File: src/rtl/dram_burst_datapath.sv
// dram_burst_datapath: serializes a host line onto the DQ bus and assembles
// a line from DQ read beats. Optional DQ parity is enabled with the macro
// DQ_PARITY_EN. Write beats appear one cycle after wr_en is sampled.
// The read line is held on a valid/ready handshake until the host accepts it.
module dram_burst_datapath #(
  parameter int DQ_W      = 16,
  parameter int BURST_LEN = 8
) (
  input  logic                      clk,
  input  logic                      RST,
  input  logic [DQ_W*BURST_LEN-1:0] wdata,
  input  logic                      wvalid,
  output logic                      wready,
  input  logic                      wr_en,
  output logic [DQ_W-1:0]           dq_out,
  output logic                      dq_oe,
  output logic                      dq_par_out,
  input  logic                      rd_en,
  input  logic [DQ_W-1:0]           dq_in,
  input  logic                      dq_par_in,
  input  logic                      clear,
  output logic [DQ_W*BURST_LEN-1:0] rdata,
  output logic                      rvalid,
  input  logic                      rready,
  output logic                      wr_underrun,
  output logic                      rd_drop,
  output logic                      par_err
);

  localparam int LINE_W = DQ_W * BURST_LEN;
  localparam int CNT_W  = $clog2(BURST_LEN);
  localparam logic [CNT_W-1:0] LAST_IDX = CNT_W'(BURST_LEN - 1);

  typedef enum logic [1:0] {W_EMPTY, W_FULL, W_SEND} w_state_e;
  typedef enum logic [1:0] {R_IDLE, R_CAPT, R_HOLD} r_state_e;

  w_state_e          w_state_q;
  logic [LINE_W-1:0] line_q;
  logic [CNT_W-1:0]  widx_q;
  logic [DQ_W-1:0]   dq_out_q;
  logic              dq_oe_q;
  logic              dq_par_q;
  logic              wr_underrun_q;

  r_state_e          r_state_q;
  logic [CNT_W-1:0]  rcnt_q;
  logic [LINE_W-1:0] rdata_q;
  logic              rd_drop_q;
  logic              par_err_q;

  logic [DQ_W-1:0]   beat_d;
  logic              beat_par_d;
  logic              rd_par_bad_d;

  assign beat_d = line_q[widx_q*DQ_W +: DQ_W];

`ifdef DQ_PARITY_EN
  assign beat_par_d   = ^beat_d;
  assign rd_par_bad_d = (^dq_in) ^ dq_par_in;
`else
  // Parity disabled: outputs stay 0 and the incoming parity bit is ignored.
  logic unused_par;
  assign unused_par   = dq_par_in;
  assign beat_par_d   = 1'b0;
  assign rd_par_bad_d = 1'b0;
`endif

  assign wready      = (w_state_q == W_EMPTY);
  assign dq_out      = dq_out_q;
  assign dq_oe       = dq_oe_q;
  assign dq_par_out  = dq_par_q;
  assign wr_underrun = wr_underrun_q;
  assign rdata       = rdata_q;
  assign rvalid      = (r_state_q == R_HOLD);
  assign rd_drop     = rd_drop_q;
  assign par_err     = par_err_q;

  // Write side: latch a line, drive one beat per wr_en, clear aborts a started burst.
  always_ff @(posedge clk) begin
    if (RST) begin
      w_state_q     <= W_EMPTY;
      line_q        <= '0;
      widx_q        <= '0;
      dq_out_q      <= '0;
      dq_oe_q       <= 1'b0;
      dq_par_q      <= 1'b0;
      wr_underrun_q <= 1'b0;
    end else begin
      dq_oe_q       <= 1'b0;
      wr_underrun_q <= 1'b0;
      case (w_state_q)
        W_EMPTY: begin
          // A strobe with nothing latched (even on the load cycle) is an underrun.
          wr_underrun_q <= wr_en;
          if (wvalid) begin
            line_q    <= wdata;
            widx_q    <= '0;
            w_state_q <= W_FULL;
          end
        end
        W_FULL, W_SEND: begin
          if (clear) begin
            // Before the first beat the line is kept; after it the rest is dropped.
            if (w_state_q == W_SEND) w_state_q <= W_EMPTY;
          end else if (wr_en) begin
            dq_out_q  <= beat_d;
            dq_par_q  <= beat_par_d;
            dq_oe_q   <= 1'b1;
            widx_q    <= widx_q + CNT_W'(1);
            w_state_q <= (widx_q == LAST_IDX) ? W_EMPTY : W_SEND;
          end
        end
        default: w_state_q <= W_EMPTY;
      endcase
    end
  end

  // Read side: capture BURST_LEN beats after rd_en, hold the line until accepted.
  always_ff @(posedge clk) begin
    if (RST) begin
      r_state_q <= R_IDLE;
      rcnt_q    <= '0;
      rdata_q   <= '0;
      rd_drop_q <= 1'b0;
      par_err_q <= 1'b0;
    end else begin
      rd_drop_q <= rd_en && (r_state_q != R_IDLE);
      case (r_state_q)
        R_IDLE: begin
          if (rd_en) begin
            rcnt_q    <= '0;
            r_state_q <= R_CAPT;
          end
        end
        R_CAPT: begin
          if (clear) begin
            r_state_q <= R_IDLE;
          end else begin
            rdata_q[rcnt_q*DQ_W +: DQ_W] <= dq_in;
            rcnt_q <= rcnt_q + CNT_W'(1);
            if (rd_par_bad_d) par_err_q <= 1'b1;
            if (rcnt_q == LAST_IDX) r_state_q <= R_HOLD;
          end
        end
        R_HOLD: begin
          if (rready) r_state_q <= R_IDLE;
        end
        default: r_state_q <= R_IDLE;
      endcase
    end
  end

endmodule

File: config.mk
export PLATFORM = sky130hd
export DESIGN_NAME = dram_burst_datapath
export DESIGN_NICKNAME = d
export VERILOG_FILES = /design/src/rtl/dram_burst_datapath.sv
export SDC_FILE = /design/constraint.sdc
export NUM_CORES = 1
export LEC_CHECK = 0
export ABC_AREA = 0
export CORE_MARGIN = 8
export CORE_UTILIZATION = 25
export CTS_CLUSTER_SIZE = 16
export DETAILED_ROUTE_END_ITERATION = 10
export GPL_TIMING_DRIVEN = 0
export PLACE_DENSITY_LB_ADDON = 0.1
export SYNTH_ARGS = -nofsm -noshare
export SYNTH_HDL_FRONTEND = slang
export SYNTH_SLANG_ARGS = --single-unit
export TNS_END_PERCENT = 20
File: constraint.sdc
create_clock -name clk -period 2.1 [get_ports clk]
set_input_delay 0.21 -clock clk [delete_from_list [all_inputs] [get_ports clk]]
set_output_delay 0.21 -clock clk [all_outputs]
set_load 0.05 [all_outputs]
==> impl_metrics.yaml <==
run_status:
  status: "complete, no violations"
yosys:
  synth_warnings: 0
  synth_area_leaders: "dfxtp_1 50%, mux2i_1 12%, nand2_1 10%, a21oi_1 6.6%, clkbuf_1 3.1%"
  yosys.area.top_type: "dfxtp_1"
  ys.flop_type: "dfxtp_1"
  synth_area_mm2: 0.0114
  avgSynthCellArea_um2: 8.72
  synthCells: 1312
  yosysSeqAreaShare_pct: 49.8
  yosysTopAreaCellShare_pct: 49.8
  synth_cell_types: 39
  synth_seq_cells: 285
  async_flop_share_pct: 0
  synth_edf_count: 0
setup_path:
  worstPathRequired_ps: 2520
  crit_path_start_kind: "flip-flop"
  crit_path_max_fanout: 10
  cp_data_arrival_time_ps: 2490
  end_kind: "flip-flop"
  path_class: "flip-flop to flip-flop"
route:
  postRouteAntennaNets: 0
  first_pass_iters: 5
  vias: 10200
  wl_per_cell_um: 20.7
  drc: 0
  vias_per_cell: 4.50
  first_iter_violations: 527
  routed_wl_um: 47100
floorplan:
  coreArea_mm2: 0.0453
  die_h_um: 230
  die_area_mm2: 0.0529
  fp.dieW_um: 230
  num_rows: 78
  initial_core_util_pct: 25.3
  pin_count: 303
grt:
  grt_pass1_wl_um: 68900
  grt_overflow: 0
  use_met1_pct: 22.3
  met2_usage_pct: 27.0
  grtUsageMet3_pct: 5.68
  busiest_layer: "met2"
  grt_pass1_vias: 10500
  grt_max_degree: 12
  antenna_found_initial: 5
  grt_usage_pct: 17.2
sta:
  finalHoldViolations: 0
  setup-violations-final: 0
  final.period_utilization_pct: 98.4
  drv_slew: 0
  skew_ps: 23.8
  max_slew_margin_pct: 37.9
  max_freq_mhz: 484
  grt_setup_unrepaired: "true"
  tightest_slew_ps: 932
  layout_setup_ws_ps: 32.6
  finalCriticalPeriod_ps: 2070
cts:
  root_buffer: "clkbuf_16"
  cts.sinks: 285
  cts_tree: "done"
  path_clk_slew_ps: 60
  hold_buffers: 0
  clk_latency_ps: 540
  clockBufferDepth: 3
  numCtsBuffers: 37
  htree_levels: 2
job:
  maxCapViolations: 0
placement:
  io_buffers: 282
  gp_congestion: 0.776
  hpwlAfterDp_um: 35300
  dpl_cell_area_mm2: 0.0150
  pre_cts_ws_ps: -891
final_layout:
  final_common_cell: "nand2_1"
  area.growth.synth_to_final_pct: 45.5
  final_cell_mix: "306 x nand2_1, 282 x dfxtp_1, 280 x clkdlybuf4s50_1"
  fillers: 4724
  fin_nets: 1807
  fin_util_pct: 36.8
  design_area_mm2: 0.0167
  post_route_cells_drive_above_1_share_pct: 10.4
pwr:
  total_leakage_power_nw: 6.20
  finalPower_mw: 14.0
  p_per_area_mw_per_mm2: 843
  ir_worst_vdd_mv: 0.537
hold_path:
  hold_path.class: "input port to flip-flop"
## registers in the layout, summed over array words and instances, names as in the netlist
register,cells
line_q,128
rdata,128
dq_out,16
rcnt_q,3
widx_q,3
r_state_q,2
w_state_q,2
dq_oe,1
rd_drop,1
wr_underrun,1
## metrics by stage
step	std cells	TNS, ps	hold slack [ps]
after floorplan	1313	-557	346
after global placement	2195	-97990	440
after detailed placement	2195	-93810	446
after CTS	2267	-1310	148
after global routing	2271	-1020	182
final	2272	0	182
## cell type report
cell class	count	area, µm²	area share [%]
Timing Repair Buffer	296	2950	17.7
Tap cell	600	751	4.51
Inverter	8	30.0	0.180
Buffer	116	609	3.66
Antenna cell	1	2.50	0.0150
Clock buffer	57	1140	6.86
Sequential cell	285	5710	34.3
Multi-Input combinational cell	901	5340	32.1
Clock inverter	8	110	0.661
## power breakdown
| part | switching (mW) | leakage [nW] | internal [mW] |
|---|---|---|---|
| Combinational | 1.10 | 3.27 | 0.712 |
| Sequential | 0.135 | 2.32 | 5.65 |
| Clock | 2.45 | 0.610 | 3.99 |
| Total | 3.69 | 6.20 | 10.3 |
## cells by family after synthesis
family,Yosys count,synth area share (%)
other,1,0.0328
adder cells (fa/ha/maj),10,1.09
multiplexers,132,11.5
buffers and inverters,127,4.60
AND/OR/NAND/NOR,506,19.9
AO/OA/AOI/OAI,251,12.9
flip-flops,285,49.8
## cells in the mapped netlist, types with 10 or more instances
master and number:
dfxtp_1 285, nand3_1 35, clkbuf_1 95, nand3b_2 14, o21ai_2 15, buf_2 10, nor2_1 76, nand2_1 307
mux2i_1 132, a21oi_1 151, a22oi_1 32, o21ai_0 30, a32o_1 16, nand2b_1 38, ha_1 10
## timing repair
action	in CTS	in global routing
gates cloned	0	1
setup buffers	10	3
setup endpoints to repair	260	227
resized for setup	55	57
pin swaps	4	3
endpoints found under the hold margin	0	0
## critical path: stages (launching register included)
cell      delay (ps)
dfxtp_4          360
buf_4            130
or4b_4           510
or4_4            520
buf_6            150
buf_6            150
nand3b_2          90
o21ai_2           50
## final timing paths
path	slack, ps	start	cells after the start	to
worst min register to register	450	rdata[13]$_SDFFE_PP0P_	2	rdata[13]$_SDFFE_PP0P_
worst min-delay path	180	dq_in[12]	3	rdata[12]$_SDFFE_PP0P_
worst max register to register	30	rcnt_q[0]$_SDFFE_PP0P_	7	rdata[34]$_SDFFE_PP0P_
worst max-delay path	30	rcnt_q[0]$_SDFFE_PP0P_	7	rdata[34]$_SDFFE_PP0P_
## per-layer routing
layer | vias up | routed length (µm)
li1 | 5082 | -
met1 | 4801 | 21600
met2 | 278 | 20900
met3 | 62 | 3650
met4 | 8 | 846
met5 | - | 53
No activity file was read; power rests on OpenSTA's default activity.
